--- src/rtl/xor_pipe_pkg.sv ---
// Shared constants, FIFO-entry layout and sizing helper for the XOR pipeline blocks.
package xor_pipe_pkg;

  localparam int unsigned XP_W         = 10;
  localparam int unsigned XP_DEPTH     = 4;
  localparam int unsigned XP_FRAME_LEN = 8;

  typedef struct packed {
    logic            last;
    logic [XP_W-1:0] data;
  } fifo_entry_t;

  // Occupancy counter width: must represent 0..depth inclusive.
  function automatic int unsigned lvl_width(input int unsigned depth);
    return $clog2(depth) + 1;
  endfunction

endpackage

--- src/rtl/xor_sync_fifo.sv ---
// First-word-fall-through synchronous FIFO; head entry is visible on dout whenever not empty.
module xor_sync_fifo
  import xor_pipe_pkg::*;
#(
  parameter int unsigned DW    = XP_W + 1,
  parameter int unsigned DEPTH = XP_DEPTH
) (
  input  logic                          clk,
  input  logic                          rst,
  input  logic                          push,
  input  logic                          pop,
  input  logic [DW-1:0]                 din,
  output logic [DW-1:0]                 dout,
  output logic [lvl_width(DEPTH)-1:0]   level,
  output logic                          full,
  output logic                          empty
);

  localparam int unsigned PW = $clog2(DEPTH);
  localparam int unsigned LW = lvl_width(DEPTH);

  logic [DW-1:0] mem [DEPTH];
  logic [PW-1:0] wr_ptr;
  logic [PW-1:0] rd_ptr;
  logic          wr_en;
  logic          rd_en;

  assign full  = (level == LW'(DEPTH));
  assign empty = (level == '0);

  // A pop on a full FIFO frees the slot the simultaneous write lands in.
  assign wr_en = push && (!full || pop);
  assign rd_en = pop && !empty;

  assign dout = empty ? '0 : mem[rd_ptr];

  always_ff @(posedge clk) begin
    if (wr_en) begin
      mem[wr_ptr] <= din;
    end
  end

  always_ff @(posedge clk) begin
    if (rst) begin
      wr_ptr <= '0;
      rd_ptr <= '0;
      level  <= '0;
    end else begin
      if (wr_en) wr_ptr <= wr_ptr + 1'b1;
      if (rd_en) rd_ptr <= rd_ptr + 1'b1;
      case ({wr_en, rd_en})
        2'b10:   level <= level + 1'b1;
        2'b01:   level <= level - 1'b1;
        default: level <= level;
      endcase
    end
  end

endmodule

--- src/rtl/xor_frame_packer.sv ---
// Buffers the XOR result stream, marks frame boundaries and produces per-frame XOR checksums.
// Optional XOR_FRAME_PACKER_DROP_COUNT_EN adds a saturating 16-bit drop counter output.
module xor_frame_packer
  import xor_pipe_pkg::*;
#(
  parameter int unsigned W         = XP_W,
  parameter int unsigned DEPTH     = XP_DEPTH,
  parameter int unsigned FRAME_LEN = XP_FRAME_LEN
) (
  input  logic                          clk,
  input  logic                          rst,
  input  logic                          in_valid,
  input  logic [W-1:0]                  in_data,
  output logic                          out_valid,
  input  logic                          out_ready,
  output logic [W-1:0]                  out_data,
  output logic                          out_last,
  output logic [W-1:0]                  frame_csum,
  output logic                          csum_valid,
  output logic                          overflow,
  input  logic                          overflow_clr,
  output logic [lvl_width(DEPTH)-1:0]   level
`ifdef XOR_FRAME_PACKER_DROP_COUNT_EN
  ,
  output logic [15:0]                   drop_cnt
`endif
);

  localparam int unsigned CW = $clog2(FRAME_LEN);

  typedef struct packed {
    logic         last;
    logic [W-1:0] data;
  } entry_t;

  entry_t        wr_entry;
  entry_t        rd_entry;
  logic          fifo_full;
  logic          fifo_empty;
  logic          pop;
  logic          accept;
  logic          drop;
  logic          is_last;
  logic [CW-1:0] frm_cnt;
  logic [W-1:0]  acc;

  // Output handshake: a word transfers on any cycle with out_valid && out_ready;
  // out_valid never drops and head data never changes until that transfer happens.
  assign out_valid = !fifo_empty;
  assign pop       = out_valid && out_ready;
  assign accept    = in_valid && (!fifo_full || pop);
  assign drop      = in_valid && fifo_full && !pop;
  assign is_last   = (frm_cnt == CW'(FRAME_LEN - 1));

  assign wr_entry = '{last: is_last, data: in_data};
  assign out_data = rd_entry.data;
  assign out_last = rd_entry.last;

  xor_sync_fifo #(
    .DW    (W + 1),
    .DEPTH (DEPTH)
  ) u_fifo (
    .clk   (clk),
    .rst   (rst),
    .push  (accept),
    .pop   (pop),
    .din   (wr_entry),
    .dout  (rd_entry),
    .level (level),
    .full  (fifo_full),
    .empty (fifo_empty)
  );

  // Dropped words never touch the frame counter or the checksum accumulator.
  always_ff @(posedge clk) begin
    if (rst) begin
      frm_cnt    <= '0;
      acc        <= '0;
      frame_csum <= '0;
      csum_valid <= 1'b0;
    end else begin
      csum_valid <= 1'b0;
      if (accept) begin
        if (is_last) begin
          frm_cnt    <= '0;
          acc        <= '0;
          frame_csum <= acc ^ in_data;
          csum_valid <= 1'b1;
        end else begin
          frm_cnt <= frm_cnt + 1'b1;
          acc     <= acc ^ in_data;
        end
      end
    end
  end

  always_ff @(posedge clk) begin
    if (rst) begin
      overflow <= 1'b0;
    end else if (drop) begin
      overflow <= 1'b1;
    end else if (overflow_clr) begin
      overflow <= 1'b0;
    end
  end

`ifdef XOR_FRAME_PACKER_DROP_COUNT_EN
  always_ff @(posedge clk) begin
    if (rst) begin
      drop_cnt <= '0;
    end else if (overflow_clr) begin
      drop_cnt <= drop ? 16'd1 : 16'd0;
    end else if (drop && (drop_cnt != 16'hFFFF)) begin
      drop_cnt <= drop_cnt + 16'd1;
    end
  end
`endif

endmodule

--- config.mk ---
export PLATFORM = sky130hd
export DESIGN_NAME = xor_frame_packer
export DESIGN_NICKNAME = d
export VERILOG_FILES = /design/src/rtl/xor_pipe_pkg.sv /design/src/rtl/xor_sync_fifo.sv /design/src/rtl/xor_frame_packer.sv
export SDC_FILE = /design/constraint.sdc
export NUM_CORES = 1
export LEC_CHECK = 0
export CAP_MARGIN = 20
export CORE_MARGIN = 1.5
export CORE_UTILIZATION = 35
export CTS_CLUSTER_DIAMETER = 40
export DETAILED_ROUTE_END_ITERATION = 10
export MAX_ROUTING_LAYER = met4
export SKIP_CTS_REPAIR_TIMING = 1
export SYNTH_ARGS = -nofsm -noshare
export SYNTH_HDL_FRONTEND = slang
export SYNTH_SLANG_ARGS = --single-unit
--- constraint.sdc ---
create_clock -name clk -period 3.35 [get_ports clk]
set_input_delay 0.5025 -clock clk [delete_from_list [all_inputs] [get_ports clk]]
set_output_delay 0.5025 -clock clk [all_outputs]
set_load 0.03 [all_outputs]
==> flow_summary_export.csv <==
group,metric,value,unit
worst_setup_path,worst_ep_arrival_time,2380,ps
power_and_ir_drop,peakVddDrop,0.234,mV
synth,synth_largest_area_cell,"sky130_fd_sc_hd__edfxtp_1",
hold_path,hold_class,"register to register",
floorplan,die-width,100,um
routing,dr_total_vias,2049,
finish,combined_area_of_the_multi_input_logic_cells,1190,um^2
worst_setup_path,worstRegToRegCells,8,
synth,yosys.area.top_type_share,0.400,
finish,area_delta_synth_final,21.9,%
synth,postSynth.topFlopCell,"sky130_fd_sc_hd__edfxtp_1",
clock_network,cts_buffers,9,
routing,drt-total-wl,6620,um
power_and_ir_drop,power_per_standard_cell_area,672,nW/um^2
synth,netlist-cell-type-count,28,
timing,final_max_slew_violation_count,0,
run_status,run_status,"finished clean",
grt,grt_pass1_wl,10800,um
hold_path,hold_crit_depth,2,
timing,unrepaired_setup_endpoints_after_global_routing,"false",
routing,drtAntennaViolNets,0,
floorplan,std_cell_rows,35,
finish,n_fill_cell,831,
floorplan,io_pins,42,
worst_setup_path,crit_path_start_kind,"register",
power_and_ir_drop,p_leak,1.31,nW
timing,timing.final.setup_violations,0,
routing,vias_per_cell,5.02,
clock_network,clk_path_buf_depth,2,
synth,ys_ff_latch,78,
placement,place.gp.congestion,0.764,
timing,final.period_utilization,0.862,
synth,synth_top_cells_by_count,"44 x sky130_fd_sc_hd__edfxtp_1, 34 x sky130_fd_sc_hd__dfxtp_1, 29 x sky130_fd_sc_hd__a21oi_1",
timing,slew_headroom,0.427,
worst_setup_path,cp_data_required_time,2850,ps
timing,final_critical_path_setup_slack,463,ps
placement,dp.cells,392,
timing,fin_setup_tns,0,ps
synth,synth_enable_flop_cells,44,
worst_setup_path,worst_setup_path_end_kind,"primary output",
finish,diodes,0,
grt,grt_util_all_layers,0.146,
timing,hold_viol_final,0,
clock_network,worst_skew_pair.late_latency,340,ps
timing,fmax,0.346,GHz
clock_network,clkSinkCount,78,
worst_setup_path,timing.critical_path.slowest_stage_cell,"sky130_fd_sc_hd__clkdlybuf4s50_1",
clock_network,htree_num_levels,3,
finish,post_layout_nonfiller_instances,408,
placement,placement.setup.worst_slack,450,ps
job,drv_cap,0,
timing,worstMarginPinSlew,857,ps
finish,regArea,2000,um^2
routing,dr.pass1.iters,4,
clock_network,clk_root_buffer_cell,"sky130_fd_sc_hd__clkbuf_8",
routing,route.detailed.drc,0,
routing,detail_route.iter0.violations,69,
synth,syn-cell-area,3300,um^2
timing,clock_skew,15.1,ps
finish,final_nets,315,
floorplan,core-area,9200,um^2
floorplan,fp.dieArea,10000,um^2
synth,synth.area.top_cells,"sky130_fd_sc_hd__edfxtp_1 40%, sky130_fd_sc_hd__dfxtp_1 21%, sky130_fd_sc_hd__mux4_2 7.5%",
synth,synth_warnings,0,
clock_network,cts_tree,"yes",
grt,grt_pass1_vias,2058,
routing,avgRoutedWirePerCell,16.2,um
grt,grt_overflow_total,0,
worst_setup_path,crit_path_cell_trace,"buf_4, mux4_2, nor2b_1, clkdlybuf4s50_1",
grt,antenna_found_initial,0,
synth,synthesis.nets,274,
placement,buffer_ports.inserted,41,
synth,synth.most_common_cell,"sky130_fd_sc_hd__edfxtp_1",
finish,final_layout_size_suffix_gt1_frac,0.148,
placement,detailed_place_hpwl,4200,um
synth,register_area_share_after_synthesis,0.606,
worst_setup_path,largest_incremental_delay_on_the_critical_path,580,ps
timing,finalCriticalPeriod,2890,ps
floorplan,start_util,0.359,
floorplan,floorplan.die.height,100,um
clock_network,clk_pin_slew,80,ps
synth,post_synth_inst_count,251,
synth,syn_area_per_cell,13.2,um^2
worst_setup_path,timing.setup.critical_path_class,"register to primary output",
grt,grt_start_max_net_pins,31,
worst_setup_path,critPathMaxFanout,6,
synth,ys_async_sr_fraction,0,
[cell usage in the layout (no fill, tap or decap)]
cell,n
sky130_fd_sc_hd__a211oi_2,10
sky130_fd_sc_hd__clkdlybuf4s50_1,41
sky130_fd_sc_hd__and2_1,2
sky130_fd_sc_hd__nor4b_2,1
sky130_fd_sc_hd__fa_1,1
sky130_fd_sc_hd__clkinvlp_4,3
sky130_fd_sc_hd__o21ai_1,1
sky130_fd_sc_hd__nand4b_1,10
sky130_fd_sc_hd__mux4_2,11
sky130_fd_sc_hd__o21ai_0,26
sky130_fd_sc_hd__clkbuf_8,9
sky130_fd_sc_hd__nor2_1,6
sky130_fd_sc_hd__nand3b_1,1
sky130_fd_sc_hd__xnor2_1,10
sky130_fd_sc_hd__nor3_1,1
sky130_fd_sc_hd__nand2_1,2
sky130_fd_sc_hd__nor2b_1,14
sky130_fd_sc_hd__edfxtp_1,44
sky130_fd_sc_hd__a21oi_1,29
sky130_fd_sc_hd__inv_1,8
sky130_fd_sc_hd__o31ai_1,1
sky130_fd_sc_hd__ha_1,7
sky130_fd_sc_hd__and3_1,4
sky130_fd_sc_hd__buf_4,7
sky130_fd_sc_hd__bufinv_16,1
sky130_fd_sc_hd__dfxtp_1,34
sky130_fd_sc_hd__or4b_1,1
sky130_fd_sc_hd__clkbuf_1,1
sky130_fd_sc_hd__or3_1,2
sky130_fd_sc_hd__xor2_1,3
sky130_fd_sc_hd__nand3_1,4
sky130_fd_sc_hd__inv_6,2
[worst paths after layout]
path,start,to,slack [ps]
max,register,out_data[7],460
min,frm_cnt[2]$_SDFFE_PP0P_,frm_cnt[2]$_SDFFE_PP0P_,480
max reg2reg,u_fifo.level[0]$_SDFFE_PP0P_,u_fifo.level[2]$_SDFFE_PP0P_,970
min reg2reg,frm_cnt[2]$_SDFFE_PP0P_,frm_cnt[2]$_SDFFE_PP0P_,480
[where the power goes]
part | switching (W) | total [W] | internal (W) | leakage [nW]
Clock | 0.000358 | 0.000708 | 0.000350 | 0.0895
Combinational | 0.000465 | 0.000843 | 0.000378 | 0.538
Sequential | 0.0000690 | 0.00116 | 0.00109 | 0.686
[flip-flops by register name, indices dropped and copies added (netlist names), named ones only]
register / flops
u_fifo.level: 3
frm_cnt: 3
u_fifo.mem: 44
csum_valid: 1
overflow: 1
frame_csum: 10
acc: 10
u_fifo.wr_ptr: 2
u_fifo.rd_ptr: 2
[per-stage QoR]
stage	utilization	hold WS [ps]	power [W]	cell area, um^2
global route	0.438	519	0.00285	4030
finish	0.438	485	0.00271	4030
detailed placement	0.416	473	0.00203	3830
global placement	0.416	468	0.00201	3830
CTS	0.438	484	0.00274	4030
floorplan	-	458	0.00171	3300
[critical path: cells and delay by family (launching register included)]
family | cells | cell delay [ps]
flops | 1 | 550
mux | 1 | 510
simple gates | 1 | 140
buf+inv | 2 | 840
[layout make-up]
class,count,share of cell area
Sequential cell,78,0.497
Multi-Input combinational cell,147,0.297
Timing Repair Buffer,48,0.115
Tap cell,111,0.0345
Clock buffer,10,0.0317
Clock inverter,6,0.0174
Inverter,8,0.00746
[kinds of logic after synthesis]
kind of cell / synth area share
AOI/OAI and AO/OA: 0.125
xor gates and xnor gates: 0.0345
adders and majority gates: 0.0326
buffers and inverters: 0.0322
DFF: 0.606
muxes: 0.0750
and+or+nand+nor: 0.0947
[routing by layer]
layer	share of wire	GRT usage	vias up	routed length (um)
met5	0	-	-	0
met2	0.45	0.218	41	2980
met1	0.50	0.200	989	3330
li1	-	-	1012	-
met4	0.011	0.0520	0	71
met3	0.035	0.0265	7	232
No activity file was read; power rests on OpenSTA's default activity.
